$ cat config.mk
export PLATFORM = sky130hd
export DESIGN_NAME = regfile_wb_scheduler
export DESIGN_NICKNAME = d
export VERILOG_FILES = /design/src/rtl/regfile_wb_scheduler.sv
export SDC_FILE = /design/constraint.sdc
export NUM_CORES = 1
export LEC_CHECK = 0
export ABC_CLOCK_PERIOD_IN_PS = 6670
export BUFFER_PORTS_ARGS = -buffer_cell sky130_fd_sc_hd__buf_2
export CAP_MARGIN = 20
export CORE_MARGIN = 5
export CORE_UTILIZATION = 25
export CTS_CLUSTER_SIZE = 20
export DETAILED_ROUTE_END_ITERATION = 10
export PLACE_DENSITY = 0.51
export SYNTH_ARGS = -nofsm -noshare
export SYNTH_HDL_FRONTEND = slang
export SYNTH_SLANG_ARGS = --single-unit
$ cat constraint.sdc
create_clock -name clk -period 6.67 [get_ports clk]
set_clock_uncertainty 0.15 [all_clocks]
set_input_delay 0 -clock clk [delete_from_list [all_inputs] [get_ports clk]]
set_output_delay 0 -clock clk [all_outputs]
set_load 0.01 [all_outputs]
$ cat src/rtl/regfile_wb_scheduler.sv
// Register-file writeback scheduler: scoreboard of pending destination writes,
// RAW/WAW issue stall, and round-robin arbitration between ALU (A) and load (B) writebacks.
module regfile_wb_scheduler #(
    parameter int NREGISTER = 32,
    parameter int XLEN      = 32
) (
    input  logic                 clk,
    input  logic                 rst,
    input  logic                 issue_valid,
    input  logic [4:0]           issue_rs1,
    input  logic [4:0]           issue_rs2,
    input  logic [4:0]           issue_rd,
    output logic                 issue_ready,
    input  logic                 a_valid,
    output logic                 a_ready,
    input  logic [4:0]           a_rd,
    input  logic [XLEN-1:0]      a_data,
    input  logic                 b_valid,
    output logic                 b_ready,
    input  logic [4:0]           b_rd,
    input  logic [XLEN-1:0]      b_data,
    output logic                 rf_we,
    output logic [4:0]           rf_rd,
    output logic [XLEN-1:0]      rf_wdata,
    output logic [NREGISTER-1:0] busy,
    output logic                 wb_err
);

    logic [NREGISTER-1:0] busy_q, busy_d;
    logic                 rf_we_q, rf_we_d;
    logic [4:0]           rf_rd_q, rf_rd_d;
    logic [XLEN-1:0]      rf_wdata_q, rf_wdata_d;
    logic                 wb_err_q, wb_err_d;
    logic                 ptr_q, ptr_d;   // 0 = A has priority, 1 = B

    logic                 issue_fire;
    logic                 wb_fire;
    logic [4:0]           wb_rd;
    logic [XLEN-1:0]      wb_data;

    // busy[0] is tied low, so index 0 never stalls an issue.
    assign issue_ready = ~(busy_q[issue_rs1] | busy_q[issue_rs2] | busy_q[issue_rd]);
    assign issue_fire  = issue_valid & issue_ready;

    assign a_ready = a_valid & (~b_valid | ~ptr_q);
    assign b_ready = b_valid & (~a_valid |  ptr_q);
    assign wb_fire = a_ready | b_ready;
    assign wb_rd   = b_ready ? b_rd   : a_rd;
    assign wb_data = b_ready ? b_data : a_data;

    always_comb begin
        busy_d = busy_q;
        if (rf_we_q) begin
            busy_d[rf_rd_q] = 1'b0;
        end
        if (issue_fire && issue_rd != 5'd0) begin
            busy_d[issue_rd] = 1'b1;
        end
        busy_d[0] = 1'b0;

        rf_we_d    = wb_fire && (wb_rd != 5'd0);
        rf_rd_d    = rf_we_d ? wb_rd   : rf_rd_q;
        rf_wdata_d = rf_we_d ? wb_data : rf_wdata_q;
        // A write to a register nobody is waiting on is a protocol violation; still written.
        wb_err_d   = wb_err_q | (rf_we_d & ~busy_q[wb_rd]);
        ptr_d      = wb_fire ? a_ready : ptr_q;
    end

    always_ff @(posedge clk) begin
        if (rst) begin
            busy_q     <= '0;
            rf_we_q    <= 1'b0;
            rf_rd_q    <= 5'd0;
            rf_wdata_q <= '0;
            wb_err_q   <= 1'b0;
            ptr_q      <= 1'b0;
        end else begin
            busy_q     <= busy_d;
            rf_we_q    <= rf_we_d;
            rf_rd_q    <= rf_rd_d;
            rf_wdata_q <= rf_wdata_d;
            wb_err_q   <= wb_err_d;
            ptr_q      <= ptr_d;
        end
    end

    assign busy     = busy_q;
    assign rf_we    = rf_we_q;
    assign rf_rd    = rf_rd_q;
    assign rf_wdata = rf_wdata_q;
    assign wb_err   = wb_err_q;

endmodule

==> results <==
- The family with the most delay on the worst path is buffers and inverters.
- The routed layout has 5111 vias.
- The area growth from synthesis to layout is 45.3%.
- The worst setup path is captured at a flop.
- By instance count, the cell type seen most on the critical path is sky130_fd_sc_hd__buf_4.
- The cell depth of the worst hold path is 4.
- The sequential fraction of the synthesis area is 31.9%.
- The class of the tightest hold or removal check is input pin to flop.
- The via count of the first global-routing pass is ~4900.
- The type of the setup path with the least slack is flop to flop.
- The startpoint identified for the worst register-to-register timing path is ptr_q.
- The critical path startpoint category is a flop.
- The number of I/O port buffers is 166.
- For the pin with the worst max-slew slack, the measured transition is between 700 and 800 ps.
- The register-to-register setup slack is 2890 ps.
- The post-route worst setup slack is about 2900 ps.
- For this run, design rule violations remaining after detail routing come to 0.
- In the synthesized netlist the async set-or-reset flop fraction comes to 0%.
- The instance count of the mapped netlist is 550.
- The run finished with clean final reports.
- The cell sitting at the root of the clock tree is a sky130_fd_sc_hd__clkbuf_16.
- The clock insertion delay at the later pin of the skew report is 330 ps.
- The floorplan has 48 rows.
- The total number of H-tree levels is 3.
- The buffers plus inverters on the worst setup path is 4.
- The overall routed net length is 18000 um.
- The placed wire-length estimate is 12600 um.
- In this run the count of I/O pins placed on the die edge is 168.
- Summed over all cells, the static leakage comes to 2.83 nW.
- The post-detailed-route count of antenna-violating nets is 0.
- The overall routing resource usage is between 10% and 20%.
- The smallest clock period supported by the final layout is computed as 3780 ps.
- The overflow left after global routing is 0.
- The first global-routing pass estimated 28000 um of wire.
- The number of synthesized flops with an enable pin is 0.
- In this run the deepest clock path goes through 2 buffers.
- Dividing total power by cell area gives a power density of 191 nW/um2.
- The filler cell count is 1806.
- CTS saw 71 sinks.
- The number of max-cap violations is 0.
- The cell area after placement is 5420 um2.
- Entering global routing, the biggest net connects 78 pins.
- The total negative slack for setup checks is 0 ps.
- The signal on the critical path passes through nand2b_1 > nand2_1 > buf_4 > inv_1 > a21oi_1 > a2111oi_2 > nor2_4 > buf_4 > nor2_1 > a311oi_1 > dlygate4sd3_1.
- Setup violations remaining at the end of the flow were counted as 0.
- The worst-case IR drop observed on VDD is 0.112 mV.
- The die covers just over 20000 um2.
- For this run, the share of the core covered by cells in the final layout is 37.1%.
- A synthesized cell averages a little over 8 um2.
- Headroom to the max-slew limit came out at ~48%.
- The detail-routed via count per cell is 5.16.
- The max-slew violation count was 0.
- The post-placement worst setup slack is 3530 ps.
- After detailed routing, the average wire length per cell comes to 18.1 um.
- The combined area of all synthesized cells is around 4500 um2.
- The most instantiated flip-flop cell in the synthesis netlist is sky130_fd_sc_hd__dfxtp_1.
- The core area is around 17000 um2.
- Yosys attributes the largest share of cell area to sky130_fd_sc_hd__dfxtp_1, sky130_fd_sc_hd__mux4_2, sky130_fd_sc_hd__nand2_1.
- The most critical setup path has its startpoint at ptr_q.
- The count of different cell masters after synthesis is 47.
- The maximum fanout along the worst path is 70.
- The critical path's slowest cell is sky130_fd_sc_hd__dlygate4sd3_1.
- The longest individual stage delay on the worst path is 590 ps.
- The end point of the critical path is rf_wdata[15].
- The TritonCTS clock tree is yes.
- The total number of cells along the worst setup path is 11.
- For this block, the initial DRC count from the detailed router was 423.
- The last weighted congestion value of the routability-driven placer is around 0.82.
- The period utilization is 56.7%.
- The fraction of layout cells with a size suffix above 1 is 29.3%.
- The number of setup buffers added after CTS is 0.
- The width of the chip is 143 um.
- The number of detailed-route iterations in the first pass is 7.
- The number of nets handed over by synthesis was 644.
- The flip-flop and latch count after synthesis is just over 70.
- The number of antenna violations at the first check in global routing came to 2.
- The final standard cell area without fillers is 6470 um2.
- The largest total area in the synthesized netlist belongs to sky130_fd_sc_hd__dfxtp_1.
- For the worst setup path, the data required time is between 6000 and 7000 ps.
- The starting utilization of the core area is 25.6%.
- Summed over its instances, the top area cell type makes up 31.9% of the synthesized netlist area.
- The number of hold violations in the final report is 0.
- The floorplan step set the die height to between 100 and 150 um.
- At the worst endpoint, the arrival time is 3910 ps.
- Setup repair after global routing left no endpoint under its margin.
- The endpoint identified for the worst register-to-register timing path is rf_wdata[15].
- Buffers inserted during clock tree synthesis total 9.
- The register clock-pin slew on the reported worst setup and hold paths is 60 ps.
- The synthesis warning total is 0.
- The worst reg-to-reg path cell count is 11.
- Derived from the worst setup path, the maximum achievable clock frequency is 0.264 GHz.
- The post-layout net count is roughly 850.
routing by layer:
metal	global-route usage, %	share of wire, %	vias to the layer above
met5	0	0.072	-
met3	5.09	11	13
met2	26.3	43	277
met4	3.87	1.1	2
li1	-	-	2416
met1	24.4	44	2403
flip-flops by register name, summed over array words and instances (netlist names):
signal,flops
rf_wdata,32
ptr_q,1
rf_rd,5
wb_err,1
rf_we,1
busy,31
cell usage after synthesis (3+ instances only):
cell	number
sky130_fd_sc_hd__buf_1	4
sky130_fd_sc_hd__dfxtp_1	71
sky130_fd_sc_hd__nor3_1	11
sky130_fd_sc_hd__nand2_1	124
sky130_fd_sc_hd__a211oi_1	4
sky130_fd_sc_hd__a21oi_1	6
sky130_fd_sc_hd__nor2_1	47
sky130_fd_sc_hd__mux4_2	26
sky130_fd_sc_hd__inv_1	12
sky130_fd_sc_hd__nand3_1	10
sky130_fd_sc_hd__nand2b_1	5
sky130_fd_sc_hd__buf_2	6
sky130_fd_sc_hd__and3_1	6
sky130_fd_sc_hd__nor2b_1	15
sky130_fd_sc_hd__clkbuf_1	32
sky130_fd_sc_hd__a211o_1	3
sky130_fd_sc_hd__o21ai_0	24
sky130_fd_sc_hd__a311oi_1	32
sky130_fd_sc_hd__o21ai_1	29
sky130_fd_sc_hd__mux2i_1	16
sky130_fd_sc_hd__nand3b_1	20
sky130_fd_sc_hd__nand4_1	3
sky130_fd_sc_hd__nor3b_1	6
sky130_fd_sc_hd__o211ai_1	3
sky130_fd_sc_hd__mux2_2	6
final cells by class:
class	instances	area [um2]	area share, %
multi-input cells	423	2810	43.5
repair buffers	242	1590	24.6
flip-flops and latches	71	1420	22.0
well taps	225	282	4.35
clock buffers	11	253	3.91
clock inverters	5	56.3	0.870
inverters	12	45.0	0.696
diodes	2	5.00	0.0774
where the power goes:
part	internal (W)	leakage, nW	total (W)	switching (W)
sequential	0.000449	0.583	0.000475	0.0000251
clock	0.000309	0.152	0.000500	0.000190
combinational	0.000126	2.10	0.000263	0.000137
worst min path at each step:
stage | slack (ps) | from | endpoint
global placement | 120 | b_data[26] | rf_wdata[26]
finish | 20 | a_rd[4] | rf_rd[4]
global route | 50 | issue_rd[1] | busy[8]
floorplan | -40 | a_valid | a_ready
detailed placement | 120 | b_data[20] | rf_wdata[20]
CTS | 10 | issue_rd[3] | busy[17]
cell usage in the layout, fill, tap and decap left out, drive strengths merged, types with 10 or more instances in the layout:
cell	count
clkbuf	11
buf	172
mux4	26
mux2i	16
nor2b	15
inv	12
dfxtp	71
nor3	11
nand3	10
o21ai	53
dlygate4sd3	70
nand3b	20
nand2	124
nor2	47
a311oi	32
what timing repair did:
item / CTS / global route
hold endpoints to repair: 45 / 1
hold buffers: 69 / 1
gates resized for setup: 0 / 0
worst min-delay path, delay by kind of cell:
| family | cells | cell delay [ps] |
|---|---|---|
| AO/OA/AOI/OAI | 2 | 240 |
| AND/OR/NAND/NOR | 1 | 110 |
| buffers and inverters | 1 | 110 |
logic make-up (layout without fill, tap and decap cells):
group / Yosys count / count (layout) / share of synthesized area, %
buffers and inverters: 56 / 270 / 5.06
flip-flops: 71 / 71 / 31.9
AO/OA/AOI/OAI: 121 / 121 / 18.5
AND/OR/NAND/NOR: 253 / 253 / 26.1
multiplexers: 48 / 48 / 18.3
other: 1 / 3 / 0.0842
metrics by stage:
step | hold WS, ps | total power [W] | std cells
6_report | 17.6 | 0.00124 | 991
5_1_grt | 50.5 | 0.00130 | 990
4_1_cts | 10.2 | 0.00124 | 986
3_5_place_dp | 122 | 0.000701 | 901
3_3_place_gp | 120 | 0.000702 | 901
2_1_floorplan | -35.7 | 0.000607 | 550
(Power assumes the default switching activity.)
